$ cat src/rtl/count_monitor_if.sv
// count_monitor_if
// Bundles the observed count stream and the monitor's decoded results.
//   count_valid : qualifies count on the current clock edge
//   count       : observed counter value (WIDTH bits)
//   dir         : recovered direction, 1 = up, 0 = down
//   locked      : direction is locked
//   wrap        : one-cycle pulse on a boundary unit step
//   dir_change  : one-cycle pulse on a reversal while locked
//   step_err    : one-cycle pulse on a non-unit, non-zero step
//   err_count   : saturating count of step_err pulses
// The master side drives the count stream and observes the results;
// the slave side is the monitor itself.
interface count_monitor_if #(
  parameter int WIDTH = 4
);
  logic             count_valid;
  logic [WIDTH-1:0] count;
  logic             dir;
  logic             locked;
  logic             wrap;
  logic             dir_change;
  logic             step_err;
  logic [7:0]       err_count;

  modport master (
    output count_valid, count,
    input  dir, locked, wrap, dir_change, step_err, err_count
  );

  modport slave (
    input  count_valid, count,
    output dir, locked, wrap, dir_change, step_err, err_count
  );
endinterface

$ cat src/rtl/count_monitor.sv
// count_monitor
// Receive-side checker for an up/down counter output. Classifies each
// accepted sample against the previous one, recovers the counting
// direction once enough consecutive same-direction unit steps are seen,
// and flags wrap-arounds, direction reversals and illegal jumps.
// Ports:
//   clock : single clock, rising-edge active
//   reset : synchronous, active-high, overrides every other input
//   mon   : count_monitor_if slave modport (count stream in, results out)
// Parameters:
//   WIDTH    : width of the observed count
//   LOCK_LEN : consecutive same-direction unit steps needed to lock (1..15)
module count_monitor #(
  parameter int WIDTH    = 4,
  parameter int LOCK_LEN = 3
) (
  input  logic           clock,
  input  logic           reset,
  count_monitor_if.slave mon
);

  typedef enum logic [1:0] {
    IDLE    = 2'd0,
    ACQUIRE = 2'd1,
    LOCKED  = 2'd2
  } state_t;

  localparam logic [WIDTH-1:0] ONE      = WIDTH'(1);
  localparam logic [WIDTH-1:0] MAX      = '1;
  localparam logic [3:0]       LOCK_RUN = 4'(LOCK_LEN);

  state_t           state_q, state_d;
  logic [WIDTH-1:0] prev_q, prev_d;
  logic             has_prev_q, has_prev_d;
  logic [3:0]       run_q, run_d;
  logic             cand_q, cand_d;
  logic             dir_q, dir_d;
  logic             locked_q, locked_d;
  logic             wrap_q, wrap_d;
  logic             dir_change_q, dir_change_d;
  logic             step_err_q, step_err_d;
  logic [7:0]       err_count_q, err_count_d;

  logic [WIDTH-1:0] delta;
  logic             is_up;
  logic             is_down;
  logic             is_unit;
  logic             is_jump;
  logic             is_wrap;

  // Step classification. The subtraction is modulo 2^WIDTH, so a step
  // across the boundary still looks like a unit step.
  always_comb begin
    delta   = mon.count - prev_q;
    is_up   = (delta == ONE);
    is_down = (delta == MAX);
    is_unit = is_up || is_down;
    is_jump = !is_unit && (delta != '0);
    is_wrap = (is_up && (mon.count == '0)) || (is_down && (mon.count == MAX));
  end

  // Next-state and registered-output logic. Every pulse defaults low, so
  // an edge without count_valid clears them while all other state holds.
  // The lock test uses >= so a run that is already at LOCK_LEN when the
  // FSM re-enters ACQUIRE (possible with LOCK_LEN = 1) still locks.
  always_comb begin
    state_d      = state_q;
    prev_d       = prev_q;
    has_prev_d   = has_prev_q;
    run_d        = run_q;
    cand_d       = cand_q;
    dir_d        = dir_q;
    locked_d     = locked_q;
    wrap_d       = 1'b0;
    dir_change_d = 1'b0;
    step_err_d   = 1'b0;
    err_count_d  = err_count_q;

    if (mon.count_valid) begin
      prev_d     = mon.count;
      has_prev_d = 1'b1;
      wrap_d     = has_prev_q && is_wrap;

      unique case (state_q)
        IDLE: begin
          state_d = ACQUIRE;
          run_d   = 4'd0;
        end

        ACQUIRE: begin
          if (is_unit) begin
            if ((run_q == 4'd0) || (is_up == cand_q)) begin
              run_d = 4'(run_q + 4'd1);
            end else begin
              run_d = 4'd1;
            end
            cand_d = is_up;
            if (run_d >= LOCK_RUN) begin
              state_d  = LOCKED;
              dir_d    = is_up;
              locked_d = 1'b1;
            end
          end else if (is_jump) begin
            run_d      = 4'd0;
            step_err_d = 1'b1;
          end
        end

        LOCKED: begin
          if (is_unit && (is_up != dir_q)) begin
            dir_change_d = 1'b1;
            state_d      = ACQUIRE;
            run_d        = 4'd1;
            cand_d       = is_up;
            locked_d     = 1'b0;
          end else if (is_jump) begin
            step_err_d = 1'b1;
            state_d    = ACQUIRE;
            run_d      = 4'd0;
            locked_d   = 1'b0;
          end
        end

        default: begin
          state_d  = IDLE;
          locked_d = 1'b0;
        end
      endcase

      if (step_err_d && (err_count_q != 8'hFF)) begin
        err_count_d = err_count_q + 8'd1;
      end
    end
  end

  // State register with synchronous reset that clears every flop.
  always_ff @(posedge clock) begin
    if (reset) begin
      state_q      <= IDLE;
      prev_q       <= '0;
      has_prev_q   <= 1'b0;
      run_q        <= 4'd0;
      cand_q       <= 1'b0;
      dir_q        <= 1'b0;
      locked_q     <= 1'b0;
      wrap_q       <= 1'b0;
      dir_change_q <= 1'b0;
      step_err_q   <= 1'b0;
      err_count_q  <= 8'd0;
    end else begin
      state_q      <= state_d;
      prev_q       <= prev_d;
      has_prev_q   <= has_prev_d;
      run_q        <= run_d;
      cand_q       <= cand_d;
      dir_q        <= dir_d;
      locked_q     <= locked_d;
      wrap_q       <= wrap_d;
      dir_change_q <= dir_change_d;
      step_err_q   <= step_err_d;
      err_count_q  <= err_count_d;
    end
  end

  assign mon.dir        = dir_q;
  assign mon.locked     = locked_q;
  assign mon.wrap       = wrap_q;
  assign mon.dir_change = dir_change_q;
  assign mon.step_err   = step_err_q;
  assign mon.err_count  = err_count_q;

endmodule

$ cat src/flat_wrapper.sv
// flat-port wrapper written by rule: the top's interface ports become plain ports
module count_monitor_flat 
#(
  parameter int WIDTH    = 4,
  parameter int LOCK_LEN = 3
)
  (clock, reset, mon_count_valid, mon_count, mon_dir, mon_locked, mon_wrap, mon_dir_change, mon_step_err, mon_err_count);
  count_monitor_if #(.WIDTH(WIDTH)) mon_i ();
  input  logic clock;
  input  logic reset;
  input wire logic [$bits(mon_i.count_valid)-1:0] mon_count_valid;
  input wire logic [$bits(mon_i.count)-1:0] mon_count;
  output wire logic [$bits(mon_i.dir)-1:0] mon_dir;
  output wire logic [$bits(mon_i.locked)-1:0] mon_locked;
  output wire logic [$bits(mon_i.wrap)-1:0] mon_wrap;
  output wire logic [$bits(mon_i.dir_change)-1:0] mon_dir_change;
  output wire logic [$bits(mon_i.step_err)-1:0] mon_step_err;
  output wire logic [$bits(mon_i.err_count)-1:0] mon_err_count;
  assign mon_i.count_valid = mon_count_valid;
  assign mon_i.count = mon_count;
  assign mon_dir = mon_i.dir;
  assign mon_locked = mon_i.locked;
  assign mon_wrap = mon_i.wrap;
  assign mon_dir_change = mon_i.dir_change;
  assign mon_step_err = mon_i.step_err;
  assign mon_err_count = mon_i.err_count;
  count_monitor #(.WIDTH(WIDTH), .LOCK_LEN(LOCK_LEN)) u_core (.clock(clock), .reset(reset), .mon(mon_i));
endmodule
$ cat config.mk
export PLATFORM = sky130hd
export DESIGN_NAME = count_monitor_flat
export DESIGN_NICKNAME = d
export VERILOG_FILES = /design/src/rtl/count_monitor_if.sv /design/src/rtl/count_monitor.sv /design/src/flat_wrapper.sv
export SDC_FILE = /design/constraint.sdc
export NUM_CORES = 1
export LEC_CHECK = 0
export CORE_MARGIN = 2
export CORE_UTILIZATION = 45
export CTS_BUF_LIST = sky130_fd_sc_hd__clkbuf_2 sky130_fd_sc_hd__clkbuf_4 sky130_fd_sc_hd__clkbuf_8
export CTS_CLUSTER_SIZE = 14
export DETAILED_ROUTE_END_ITERATION = 16
export PLACE_DENSITY = 0.67
export SLEW_MARGIN = 20
export SYNTH_ARGS = -nofsm -noshare
export SYNTH_HDL_FRONTEND = slang
export SYNTH_SLANG_ARGS = --single-unit
$ cat constraint.sdc
create_clock -name clock -period 4.4 [get_ports clock]
set_clock_uncertainty 0.05 [all_clocks]
set_input_delay 0.88 -clock clock [delete_from_list [all_inputs] [get_ports clock]]
set_output_delay 0.88 -clock clock [all_outputs]
set_load 0.03 [all_outputs]
==> impl_metrics.json <==
{
  "fin_crit_sh_pct": 83.9,
  "finalSetupViolCount": 0,
  "cts_buffer_depth": 2,
  "rr_endpoint": "u_core.state_q[0]",
  "diodes": 0,
  "critical_path_class": "input port to flip-flop",
  "ir_worst_vdd_v": 0.000126,
  "cts-buffers-inserted": 3,
  "drt-total-wl_um": 3770,
  "met2_usage_pct": 35.3,
  "globalplace.congestion": 0.806,
  "setup_slack_ns": 0.708,
  "cp.required_ns": 4.61,
  "wl_per_cell_um": 14.3,
  "core_um2": 3420,
  "multi_input_area_um2": 1050,
  "slew_headroom_pct": 39.3,
  "clk_pin_slew_ns": 0.14,
  "numPortBuffers": 19,
  "viasPerCell": 5.60,
  "synth_edf_count": 0,
  "clkPwrFrac_pct": 24.5,
  "power.share.switching_pct": 31.2,
  "powerDensity_nw_per_um2": 234,
  "internal_power_uw": 304,
  "cts-resized-gates": 0,
  "min-delay-start": "u_core.has_prev_q",
  "fillers": 335,
  "use_met3_pct": 4.51,
  "r2r_cells": 10,
  "cts_setup_buffers": 0,
  "synth_top_area_cell": "dfxtp_1",
  "synthTopCellsByArea": "dfxtp_1 30%, ha_1 7.6%, nor2_1 5.0%",
  "ys_seq_area_share_pct": 30.4,
  "pwr-share-seq_pct": 53.1,
  "grt_util_all_layers_pct": 20.3,
  "grt_pass1_wl_um": 6530,
  "cp.arrival_ns": 3.90,
  "status": "finished clean",
  "rsz0062_at_grt": "false",
  "synthArstFlopShare_pct": 0,
  "tightest_slew_ns": 0.908,
  "hold_viol": 0,
  "top_usage_layer": "met2",
  "clkSinkCount": 25,
  "antenna_found_initial": 0,
  "drtPass1Iterations": 6,
  "hpwl_um": 2830,
  "seqCellArea_um2": 500,
  "die_h_um": 64.5,
  "die_w_um": 64.5,
  "netlist_instances": 198,
  "clockRootBuffer": "clkbuf_4",
  "path_max_fanout": 4,
  "placementRows": 21,
  "ys_ff_latch": 25,
  "drive_gt1_share_pct": 8.29,
  "grt_pass1_vias": 1434,
  "synth_cell_type_count": 50,
  "reg2reg_from": "u_core.prev_q[0]",
  "avgSynthCellArea_um2": 8.31,
  "min_path_type": "flip-flop to flip-flop",
  "final_area_um2": 1890,
  "cp-end-kind": "flip-flop",
  "boundaryPins": 20,
  "first_iter_violations": 130,
  "overflow": 0,
  "hold_end": "u_core.has_prev_q",
  "rrSetupSlack_ns": 1.43,
  "postPlaceCellArea_um2": 1860,
  "synthFlopType": "dfxtp_1",
  "final_nets": 236,
  "syn_to_final_growth_pct": 14.7,
  "stdcell_count": 263,
  "synth_top_area_share_pct": 30.4,
  "hold_depth": 2,
  "cp-start-kind": "input port",
  "finalPower_uw": 442,
  "met1_usage_pct": 24.8,
  "hold_buffers": 0,
  "p_leak_uw": 0.000666,
  "drc_errors": 0,
  "drv_cap": 0,
  "tritoncts": "done",
  "ys_warn_count": 0,
  "final_antenna_net_count": 0,
  "initial_core_util_pct": 48.2,
  "vias": 1473,
  "crit_path_start": "mon_count[0]",
  "grt_max_degree": 25,
  "tns_ns": 0,
  "pre_cts_slack_ns": 0.354,
  "maxSlewViolCount": 0,
  "p_sw_uw": 138,
  "cts_max_level": 1,
  "pwr-share-comb_pct": 22.3,
  "fmax_mhz": 271,
  "syn_area_um2": 1650,
  "dieArea_um2": 4160,
  "insertion_delay_ns": 0.34,
  "dpl.cell_count": 259,
  "syn_nets": 216,
  "finalCriticalPeriod_ns": 3.69
}
==> area by class of cell <==
type | count | area share, %
Clock buffer | 3 | 1.19
Clock inverter | 1 | 0.265
Inverter | 12 | 2.39
Multi-Input combinational cell | 155 | 55.7
Sequential cell | 25 | 26.5
Tap cell | 46 | 3.05
Timing Repair Buffer | 21 | 10.9
==> registers in the layout, indices dropped and copies added (netlist names) <==
| name | cells |
|---|---|
| u_core.mon.step_err | 1 |
| u_core.prev_q | 4 |
| u_core.cand_q | 1 |
| u_core.mon.wrap | 1 |
| u_core.mon.dir_change | 1 |
| u_core.mon.err_count | 8 |
| u_core.run_q | 4 |
| u_core.state_q | 2 |
| u_core.mon.locked | 1 |
| u_core.has_prev_q | 1 |
| u_core.mon.dir | 1 |
==> worst max path at each step <==
stage	to	slack (ns)	depth (start not counted)
2_1_floorplan	u_core.state_q[0]	0.92	11
3_3_place_gp	u_core.state_q[0]	0.43	12
3_5_place_dp	u_core.state_q[0]	0.35	12
4_1_cts	u_core.state_q[0]	0.71	12
5_1_grt	u_core.run_q[3]	0.51	12
6_report	u_core.state_q[0]	0.71	12
==> logic make-up after synthesis <==
logic type	synth area share, %
XOR/XNOR	4.72
AO/OA/AOI/OAI	21.1
AND/OR/NAND/NOR	25.6
flip-flops	30.4
buffers and inverters	5.70
adder cells (fa/ha/maj)	8.82
multiplexers	3.65
==> cells in the final DEF, fill, tap and decap left out, types with 2 or more instances in the layout <==
cell type / instances
a211oi_1: 2
a21boi_0: 2
a21o_1: 2
a21oi_1: 13
a31oi_1: 3
and3_1: 2
buf_4: 2
clkbuf_4: 3
clkdlybuf4s50_1: 19
dfxtp_1: 25
ha_1: 10
inv_1: 12
mux2i_1: 6
nand2_1: 14
nand2b_1: 5
nand3_1: 6
nand3b_1: 2
nor2_1: 22
nor2b_1: 2
nor3_1: 8
nor3b_1: 2
nor4_1: 3
o21a_1: 3
o21ai_0: 13
or2_2: 2
or3_1: 4
xnor2_1: 5
xor2_1: 2
==> Yosys cell counts, types with 2 or more instances <==
| library cell | instances |
|---|---|
| buf_6 | 3 |
| nor3_1 | 8 |
| a31oi_1 | 3 |
| xor2_1 | 2 |
| a21o_1 | 2 |
| nor4_1 | 3 |
| and3_1 | 2 |
| a211oi_1 | 2 |
| inv_1 | 12 |
| xnor2_1 | 5 |
| or2_2 | 2 |
| nand2b_1 | 5 |
| nor3b_1 | 2 |
| o21a_1 | 3 |
| a21boi_0 | 2 |
| nor2_1 | 22 |
| o21ai_0 | 13 |
| a21oi_1 | 13 |
| mux2i_1 | 6 |
| dfxtp_1 | 25 |
| clkbuf_1 | 2 |
| nor2b_1 | 2 |
| ha_1 | 10 |
| or3_1 | 4 |
| nand3_1 | 6 |
| nand2_1 | 14 |
| nand3b_1 | 2 |
==> metal layers <==
| metal | part of all wire [%] | routed length [um] |
|---|---|---|
| met5 | 0 | 0 |
| met4 | 1.5 | 56 |
| met3 | 5.0 | 189 |
| met2 | 47 | 1780 |
| met1 | 46 | 1740 |
==> per-stage QoR <==
step           util, %  hold slack [ns]
2_1_floorplan        -            0.377
3_3_place_gp      54.4            0.395
3_5_place_dp      54.4            0.398
4_1_cts           55.2            0.430
5_1_grt           55.2            0.460
6_report          55.2            0.429
==> critical path: stages <==
cell,delay [ns]
clkdlybuf4s50_1,0.46
inv_1,0.08
ha_1,0.16
inv_1,0.05
fa_1,0.40
xor2_2,0.20
or2_2,0.32
a211oi_2,0.26
mux2i_1,0.29
a21boi_0,0.14
or4_1,0.48
a21oi_1,0.15
==> power by group through the flow <==
stage / sequential [uW] / combinational, uW / clock (uW)
floorplan: 240 / 73.7 / 0
global placement: 239 / 94.0 / 0
detailed placement: 240 / 97.6 / 0
CTS: 235 / 97.8 / 113
global route: 236 / 110 / 121
finish: 235 / 98.7 / 108
Power figures use the tool's default switching activity.
